**src/rtl/qlearn_pkg.sv**
```systemverilog
// Shared definitions for the Q-learning phase sequencer and its memory mux.
package qlearn_pkg;

    typedef enum logic [2:0] {
        S_IDLE,
        S_LAUNCH,
        S_WAIT,
        S_CLEAR,
        S_DONE
    } state_t;

    localparam int DEF_ADDR_W = 11;
    localparam int DEF_WORD_W = 16;

    localparam int REWARD  = 0;
    localparam int BESTHOP = 1;

    localparam logic [10:0] REWARD_BASE  = 11'h048;
    localparam logic [10:0] BESTHOP_BASE = 11'h148;
    localparam logic [10:0] PEER_BASE    = 11'h1C8;

    // Lowest set bit of mask at or above 'from'; 8 means none.
    function automatic logic [3:0] next_set(
        input logic [7:0] mask,
        input logic [3:0] from
    );
        logic [3:0] r;
        r = 4'd8;
        for (int i = 7; i >= 0; i--) begin
            if (mask[i] && (4'(i) >= from))
                r = 4'(i);
        end
        return r;
    endfunction

endpackage

```
**src/rtl/qlearn_mem_mux.sv**
```systemverilog
// Selects the owning unit's address, write data and write enable
// onto the shared data-memory port.
module qlearn_mem_mux
    import qlearn_pkg::*;
#(
    parameter int NUM_UNITS = 4,
    parameter int ADDR_W    = DEF_ADDR_W,
    parameter int WORD_W    = DEF_WORD_W
) (
    input  logic [2:0]                  idx,
    input  logic                        gate,
    input  logic                        we_gate,
    input  logic [NUM_UNITS*ADDR_W-1:0] unit_addr,
    input  logic [NUM_UNITS*WORD_W-1:0] unit_wdata,
    input  logic [NUM_UNITS-1:0]        unit_we,
    output logic [ADDR_W-1:0]           mem_addr,
    output logic [WORD_W-1:0]           mem_wdata,
    output logic                        mem_we
);

    always_comb begin
        mem_addr  = '0;
        mem_wdata = '0;
        mem_we    = 1'b0;
        for (int i = 0; i < NUM_UNITS; i++) begin
            if (gate && (idx == 3'(i))) begin
                mem_addr  = unit_addr[i*ADDR_W +: ADDR_W];
                mem_wdata = unit_wdata[i*WORD_W +: WORD_W];
                mem_we    = we_gate & unit_we[i];
            end
        end
    end

endmodule

```
**src/rtl/qlearn_phase_sequencer.sv**
```systemverilog
// Runs each enabled phase unit in index order for one round and
// hands the data-memory port to whichever unit is running.
module qlearn_phase_sequencer
    import qlearn_pkg::*;
#(
    parameter int NUM_UNITS = 4,
    parameter int ADDR_W    = DEF_ADDR_W,
    parameter int WORD_W    = DEF_WORD_W,
    parameter int TIMEOUT   = 1023
) (
    input  logic                        clock,
    input  logic                        rst,
    input  logic                        go,
    input  logic [NUM_UNITS-1:0]        unit_en,
    output logic [NUM_UNITS-1:0]        unit_start,
    output logic [NUM_UNITS-1:0]        unit_nrst,
    input  logic [NUM_UNITS-1:0]        unit_done,
    input  logic [NUM_UNITS*ADDR_W-1:0] unit_addr,
    input  logic [NUM_UNITS*WORD_W-1:0] unit_wdata,
    input  logic [NUM_UNITS-1:0]        unit_we,
    output logic [ADDR_W-1:0]           mem_addr,
    output logic [WORD_W-1:0]           mem_wdata,
    output logic                        mem_we,
    input  logic [WORD_W-1:0]           mem_rdata,
    output logic [WORD_W-1:0]           unit_rdata,
    output logic                        busy,
    output logic [2:0]                  active_idx,
    output logic                        round_done,
    output logic                        timeout_err
);

    state_t               state;
    logic [2:0]           idx;
    logic [NUM_UNITS-1:0] en_q;
    logic [15:0]          cnt;
    logic [3:0]           first;
    logic [3:0]           nxt;
    logic [NUM_UNITS-1:0] idx_oh;
    logic [NUM_UNITS-1:0] first_oh;
    logic [NUM_UNITS-1:0] nxt_oh;

    assign first    = next_set(8'(unit_en), 4'd0);
    assign nxt      = next_set(8'(en_q), {1'b0, idx} + 4'd1);
    assign idx_oh   = NUM_UNITS'(1) << idx;
    assign first_oh = NUM_UNITS'(1) << first[2:0];
    assign nxt_oh   = NUM_UNITS'(1) << nxt[2:0];

    assign busy       = (state != S_IDLE);
    assign active_idx = idx;
    assign unit_rdata = mem_rdata;

    always_ff @(posedge clock or posedge rst) begin
        if (rst) begin
            state       <= S_IDLE;
            idx         <= '0;
            en_q        <= '0;
            cnt         <= '0;
            unit_start  <= '0;
            unit_nrst   <= '0;
            round_done  <= 1'b0;
            timeout_err <= 1'b0;
        end else begin
            unit_start <= '0;
            unit_nrst  <= '1;
            round_done <= 1'b0;
            unique case (state)
                S_IDLE: begin
                    if (go) begin
                        en_q        <= unit_en;
                        timeout_err <= 1'b0;
                        if (|unit_en) begin
                            idx        <= first[2:0];
                            unit_start <= first_oh;
                            state      <= S_LAUNCH;
                        end else begin
                            round_done <= 1'b1;
                            state      <= S_DONE;
                        end
                    end
                end
                S_LAUNCH: begin
                    cnt   <= '0;
                    state <= S_WAIT;
                end
                S_WAIT: begin
                    cnt <= cnt + 16'd1;
                    // done wins over a timeout landing in the same cycle
                    if (|(unit_done & idx_oh)) begin
                        unit_nrst <= ~idx_oh;
                        state     <= S_CLEAR;
                    end else if (cnt == 16'(TIMEOUT - 1)) begin
                        timeout_err <= 1'b1;
                        unit_nrst   <= ~idx_oh;
                        state       <= S_CLEAR;
                    end
                end
                S_CLEAR: begin
                    if (!nxt[3]) begin
                        idx        <= nxt[2:0];
                        unit_start <= nxt_oh;
                        state      <= S_LAUNCH;
                    end else begin
                        round_done <= 1'b1;
                        state      <= S_DONE;
                    end
                end
                S_DONE: begin
                    state <= S_IDLE;
                end
                default: begin
                    state <= S_IDLE;
                end
            endcase
        end
    end

    qlearn_mem_mux #(
        .NUM_UNITS (NUM_UNITS),
        .ADDR_W    (ADDR_W),
        .WORD_W    (WORD_W)
    ) u_mux (
        .idx        (idx),
        .gate       ((state == S_LAUNCH) || (state == S_WAIT)),
        .we_gate    (state == S_WAIT),
        .unit_addr  (unit_addr),
        .unit_wdata (unit_wdata),
        .unit_we    (unit_we),
        .mem_addr   (mem_addr),
        .mem_wdata  (mem_wdata),
        .mem_we     (mem_we)
    );

endmodule

```
**config.mk**
```make
export PLATFORM = sky130hd
export DESIGN_NAME = qlearn_phase_sequencer
export DESIGN_NICKNAME = d
export VERILOG_FILES = /design/src/rtl/qlearn_pkg.sv /design/src/rtl/qlearn_mem_mux.sv /design/src/rtl/qlearn_phase_sequencer.sv
export SDC_FILE = /design/constraint.sdc
export NUM_CORES = 1
export LEC_CHECK = 0
export CAP_MARGIN = 40
export CELL_PAD_IN_SITES_DETAIL_PLACEMENT = 0
export CELL_PAD_IN_SITES_GLOBAL_PLACEMENT = 2
export CORE_MARGIN = 5
export CORE_UTILIZATION = 19
export DETAILED_ROUTE_END_ITERATION = 10
export PLACE_DENSITY = 0.92
export REMOVE_ABC_BUFFERS = 1
export SYNTH_ARGS = -nofsm -noshare
export SYNTH_HDL_FRONTEND = slang
export SYNTH_SLANG_ARGS = --single-unit
```
**constraint.sdc**
```tcl
create_clock -name clock -period 2.7 [get_ports clock]
set_input_delay 0.405 -clock clock [delete_from_list [all_inputs] [get_ports clock]]
set_output_delay 0.405 -clock clock [all_outputs]
set_load 0.03 [all_outputs]
```
### After elaboration in Yosys (flattened, before gate mapping)

Index checks and enable logic that the tools add are counted.

| cells by class | value |
|---|---|
| add/sub/neg operators | 2 |
| multipliers | 0 |
| divide/modulo/power cells | 0 |
| $lt $le $gt $ge | 4 |
| equality and inequality tests | 13 |
| shifts and indexed selects | 3 |
| muxes and demuxes | 46 |
| bitwise operators | 6 |
| reduce and logical (&&, ||, !) cells | 21 |

Operators by type and width:

| operator | number |
|---|---|
| two-way mux 16 bit | 4 |
| two-way mux 11 bit | 4 |
| two-way mux 4 bit | 10 |
| two-way mux 3 bit | 11 |
| case mux 16 bit (2 select lines) | 1 |
| adder 16 x 1 -> 16 bit (second input constant) | 1 |
| equality test 16 x 10 -> 1 bit (second input constant) | 1 |
| equality test 3 x 2 -> 1 bit (second input constant) | 4 |
| case mux 3 bit (4 select lines) | 1 |
| left shift 1 x 3 -> 4 bit (first input constant) | 3 |
| two-way mux 1 bit | 10 |
| != test 2 bit (second input constant) | 5 |
| greater-or-equal comparator 1 x 4 -> 1 bit (first input constant) | 2 |
| greater-or-equal comparator 2 x 4 -> 1 bit (first input constant) | 2 |
| logical AND 1 bit | 8 |
| case mux 4 bit (2 select lines) | 1 |
| AND reduction 4 bit | 2 |
| OR reduction 4 bit | 2 |
| equality test 3 x 1 -> 1 bit (second input constant) | 2 |
| logical NOT 3 bit | 2 |
| case mux 3 bit (2 select lines) | 1 |
| nonzero test 2 bit | 3 |
| adder 3 x 1 -> 4 bit (second input constant) | 1 |
| AND 1 bit | 4 |
| other kinds (8) | 10 |

| word-level totals | value |
|---|---|
| bits in registers | 36 |
| bits in latches | 0 |
| RAM bits | 0 |
| bits in read-only memories | 0 |
| output and inout port bits | 58 |
| memories | 0 |

### Depth between registers and ports, before layout

| logic depth | value |
|---|---|
| depth after elaboration | 10 |
| mapped depth | 6 |
| depth with buffers taken out | 6 |

### Cells and area by module

Synthesis repeated with hierarchy kept, for this count alone.

| unflattened totals | value |
|---|---|
| cells, all modules | 308 |
| area, all modules | 2906.5 um2 |

By module, submodules not included:

| module | times used | cells an instance | area an instance (um2) | seq. area each (um2) |
|---|---|---|---|---|
| qlearn_phase_sequencer | 1 | 212 | 1939.4 | 850.8 |
| qlearn_mem_mux | 1 | 96 | 967.2 | 0.0 |

### Worst setup path after synthesis

OpenSTA, ideal clock, no wires.

| timing | value |
|---|---|
| kind | register to output |
| start point | register idx[0], in the netlist active_idx[0] |
| end point | output mem_addr[2] |
| arrival | 1.913 ns |
| setup slack | 0.382 ns |
| cell stages (with the launch flop) | 5 |
| buffers on the path | 2 |
| cells stage by stage | dfrtp_1 > buf_2 > buf_2 > mux4_2 > and2_1 |

| between the ends | value |
|---|---|
| cells in the longest elaborated chain, start to end | 6 |

Ends and longest elaborated chain:

| item | RTL line | RTL |
|---|---|---|
| start, declared | qlearn_phase_sequencer.sv:33 | `logic [2:0] idx;` |
| start signal, assigned | qlearn_phase_sequencer.sv:72 | `idx <= first[2:0];` |
| start signal, assigned | qlearn_phase_sequencer.sv:99 | `idx <= nxt[2:0];` |
| logical NOT 3 bit | qlearn_mem_mux.sv:26 | `if (gate && (idx == 3'(i))) begin` |
| logical AND 1 bit | qlearn_mem_mux.sv:26 |  |
| two-way mux 11 bit (3 in a row) | qlearn_mem_mux.sv:26 |  |
| two-way mux 11 bit * | qlearn_mem_mux.sv:26 |  |
| end, declared | qlearn_phase_sequencer.sv:21 | `output logic [ADDR_W-1:0] mem_addr,` |

Every way passes the cells marked *; elsewhere a longest branch is shown, timed or not.

### Worst setup path in the final report

| timing | value |
|---|---|
| start point | register state[1] |
| end point | output mem_addr[1] |

| between the ends | value |
|---|---|
| cells in the longest elaborated chain, start to end | 7 |

Ends and longest elaborated chain:

| item | RTL line | RTL |
|---|---|---|
| start, declared | qlearn_phase_sequencer.sv:32 | `state_t state;` |
| start signal, assigned | qlearn_phase_sequencer.sv:54 | `state <= S_IDLE;` |
| start signal, assigned | qlearn_phase_sequencer.sv:74 | `state <= S_LAUNCH;` |
| start signal, assigned | qlearn_phase_sequencer.sv:77 | `state <= S_DONE;` |
| equality test 3 x 1 -> 1 bit or equality test 3 x 2 -> 1 bit (tied branches) | qlearn_phase_sequencer.sv:123 | `.gate ((state == S_LAUNCH) \|\| (state == S_WAIT)),` |
| logical OR 1 bit * | qlearn_phase_sequencer.sv:123 |  |
| logical AND 1 bit | qlearn_mem_mux.sv:26 |  |
| two-way mux 11 bit (3 in a row) | qlearn_mem_mux.sv:26 |  |
| two-way mux 11 bit * | qlearn_mem_mux.sv:26 |  |

Marks and branches as above.

==> flow_summary.rst <==
.. list-table::
   :header-rows: 1

   * - Metric
     - Value
   * - Outcome
     - finished, final reports clean
   * - Die area
     - 16,700 um2
   * - Setup repair after global routing missed its margin
     - no
   * - Count of state elements after synthesis
     - 34
   * - Area share of fa/ha/maj cells after synthesis
     - 0.00928
   * - CP delay by family, top
     - simple AND/OR/NAND/NOR gates
   * - Row count
     - 43
   * - Synthesis warning total
     - 0
   * - Setup WS pre-CTS
     - approximately 0.37 ns
   * - Total GRT Usage
     - 0.131
   * - Placer congestion estimate
     - 0.833
   * - Clock-pin slew on the worst setup and hold paths
     - 0.05 ns
   * - IO buf count
     - 163
   * - Cell count after synthesis
     - 260
   * - Critical-path maximum fanout
     - 29
   * - Final setup violation count
     - 0
   * - Most common flop cell mapped by yosys
     - sky130_fd_sc_hd__dfrtp_1
   * - Detailed placer's ending HPWL
     - 9090 um
   * - Global-route wire length before repair
     - 16,600 um
   * - WL/cell
     - 18.5 um
   * - Number of max-cap violations
     - 0
   * - Leak
     - 1.80 nW
   * - Max Root-Sink Buffers
     - 2
   * - Post-synth ARST share
     - 1.00
   * - Pin count of the biggest net entering global routing
     - 40
   * - Worst endpoint required time
     - 2.30 ns
   * - Sink Count
     - 34
   * - Final Core Density
     - 0.326
   * - Max-slew violation count
     - 0
   * - Ratio of cells with drive above 1 in the final layout
     - 0.207
   * - Slowest Stage Delay on Critical Path
     - around 0.56 ns
   * - Syn Area/Cell
     - 10.4 um2
   * - Portion of synthesized cell area occupied by the leading cell type
     - 0.316
   * - Area growth from synthesis to layout
     - 67.8%
   * - H-tree levels
     - 2
   * - Crit path max-delay cell type
     - sky130_fd_sc_hd__or3b_1
   * - Count of flip-flops with a built-in enable after synthesis
     - 0
   * - Cts bufs inserted
     - 5
   * - Via-to-Cell Ratio
     - approximately 4.5
   * - Proportion of synthesized area in mux cells
     - 0.269
   * - Combinational family with the most area after synthesis
     - multiplexers
   * - Routed Wire Length
     - 10,800 um
   * - Placeable core area
     - around 14,000 um2
   * - Worst voltage drop across the vdd grid
     - around 0.37 mV
   * - Part of the Yosys area used for sequential elements
     - 0.316
   * - Buffers and inverters on the worst path
     - 2
   * - Number of antenna cells inserted
     - 0
   * - Type of the setup path with the least slack
     - reg2out
   * - Synth area leaders
     - sky130_fd_sc_hd__dfrtp_1 32%, sky130_fd_sc_hd__mux4_2 24%, sky130_fd_sc_hd__and2_1 6.7%, sky130_fd_sc_hd__buf_4 4.7%, sky130_fd_sc_hd__nand2_1 3.3%
   * - Number of endpoints with negative hold slack in the final report
     - 0
   * - Cell accounting for the most synthesized area
     - sky130_fd_sc_hd__dfrtp_1
   * - Synth Area in Compound Gates
     - 0.0914
   * - Shortest clock period the worst path allows after layout
     - approximately 2.5 ns
   * - Kind of launch point of the worst setup path
     - flop
   * - Number of nets in the layout
     - 545
   * - Number of global-route vias before repair
     - 2,838
   * - Worst setup skew after layout
     - 0.00443 ns
   * - Starting Density
     - 0.194
   * - Die Width
     - 129 um
   * - Number of buffers inserted to repair setup after CTS
     - 0
   * - Pwr/cell area
     - 917 nW/um2
   * - Remaining global-route overflow
     - 0
   * - Final period utilization
     - 0.937
   * - Final-layout worst hold slack
     - between 0.4 and 0.5 ns
   * - Minimum setup slack in the final design
     - 0.169 ns
   * - Beginning of the worst hold path
     - timeout_err
   * - Critical Path Source
     - state[1]
   * - CTS tree
     - yes
   * - Buffer cell driving the clock tree root
     - sky130_fd_sc_hd__clkbuf_16
   * - Worst reg2reg path startpoint
     - cnt[0]
   * - Category of the worst setup path capture point
     - primary output
   * - WP data arrival
     - 2.13 ns
   * - Clock insertion delay at the later pin of the skew report
     - 0.27 ns
   * - Initial antenna violation count
     - 0
   * - Drt first-iter violations
     - 105
   * - Simple-Gate Fraction of Synth Area
     - 0.226
   * - Post-Synth XOR/XNOR Area
     - 0
   * - Maximum clock frequency
     - between 300 and 400 MHz
   * - I/O Pins
     - 197
   * - Transition time at the pin with the least slew margin
     - 0.804 ns
   * - Vertical die dimension
     - 129 um
   * - First-pass iteration count of the detailed router
     - 4
   * - Path type of the worst min-delay path
     - reg2reg
   * - Post-route ant nets
     - 0
   * - Crit-path cells
     - or3b_1 -> and2_4 -> clkinv_2 -> and2_1 -> buf_12
   * - Normalized max-slew margin
     - 0.463
   * - Cell area after synthesis
     - 2700 um2
   * - Detailed-route DRC error count
     - 0
   * - Vias
     - 2,645
   * - Count of different cell masters after synthesis
     - around 50
[per-layer routing]
metal | wire length, um | vias up | GRT usage
li1 | - | 1233 | -
met1 | 4490 | 1264 | 0.168
met2 | 4800 | 127 | 0.200
met3 | 1210 | 19 | 0.0482
met4 | 242 | 2 | 0.0439
met5 | 107 | - | 0.0471
[final timing paths]
check                      slack (ns)  depth (start not counted)            end
hold reg to reg                  0.48                          2    timeout_err
max in group asynchronous        1.45                          3  unit_start[1]
setup reg to reg                 0.58                          6   unit_nrst[2]
hold / removal                   0.48                          2    timeout_err
min in group asynchronous        0.62                          2       state[1]
setup / recovery                 0.17                          5    mem_addr[1]
[kinds of logic after synthesis]
family,Yosys count
mux,36
fa+ha+maj,2
compound gates,38
buf+inv,43
simple gates,106
flops,34
other cells,1
[cells in the final DEF, fill, tap and decap left out, types with 6 or more instances in the layout]
cell                              count
sky130_fd_sc_hd__dfrtp_1             33
sky130_fd_sc_hd__inv_1                9
sky130_fd_sc_hd__buf_4               32
sky130_fd_sc_hd__nor2_1              11
sky130_fd_sc_hd__clkdlybuf4s50_1    135
sky130_fd_sc_hd__mux4_2              29
sky130_fd_sc_hd__nand2_1             24
sky130_fd_sc_hd__nand4_1              6
sky130_fd_sc_hd__mux2i_1              6
sky130_fd_sc_hd__a21oi_1              7
sky130_fd_sc_hd__o21ai_0             14
sky130_fd_sc_hd__and2_1              29
sky130_fd_sc_hd__nand3_1             10
[stage by stage]
| stage | std cells | cell area (um2) | power [W] | setup TNS [ns] |
|---|---|---|---|---|
| 2_1_floorplan | 227 | 2500 | 0.00251 | -4.84 |
| 6_report | 585 | 4530 | 0.00415 | 0 |
| 5_1_grt | 585 | 4530 | 0.00443 | 0 |
| 4_1_cts | 585 | 4520 | 0.00421 | 0 |
| 3_5_place_dp | 577 | 4380 | 0.00363 | 0 |
| 3_3_place_gp | 577 | 4380 | 0.00360 | 0 |
[cell usage after synthesis, drive strengths merged, types with 2 or more instances]
library cell / count
dfrtp: 34
and2: 30
mux4: 29
buf: 25
nand2: 24
o21ai: 15
nor2: 11
inv: 10
nand3: 10
clkbuf: 8
a21oi: 7
mux2i: 6
nand4: 6
nand2b: 4
or3b: 4
o31ai: 3
or4: 3
a31oi: 2
ha: 2
nor2b: 2
nor4: 2
o2111ai: 2
o221a: 2
o311ai: 2
or3: 2
[area by class of cell]
class	instances	area [um2]
Sequential cell	34	852
Multi-Input combinational cell	183	1610
Clock inverter	1	5.00
Fill cell	1437	9360
Timing Repair Buffer	170	1650
Clock buffer	7	143
Tap cell	180	225
Inverter	10	38.8
[power by group]
group          internal (W)  switching (W)  total, W
Sequential         0.000613       0.000120  0.000733
Combinational       0.00132        0.00153   0.00286
Clock              0.000365       0.000195  0.000560
Total               0.00230        0.00185   0.00415
[timing repair]
action / 4_1_cts / 5_1_grt
setup endpoints to repair: 0 / 27
hold buffers: 0 / 0
gates resized for setup: 0 / 1
[registers in the layout (all words and copies together), names as in the netlist]
signal	count
state	3
unit_nrst	4
en_q	3
timeout_err	1
unit_start	4
cnt	16
active_idx	2
round_done	1
[tightest hold or removal path, cell delays in order, from the launching register on]
cell                      delay, ns
sky130_fd_sc_hd__dfrtp_1       0.34
sky130_fd_sc_hd__nand2_1       0.05
sky130_fd_sc_hd__o21ai_0       0.06
Note: power is estimated with default switching activity, not from simulation.
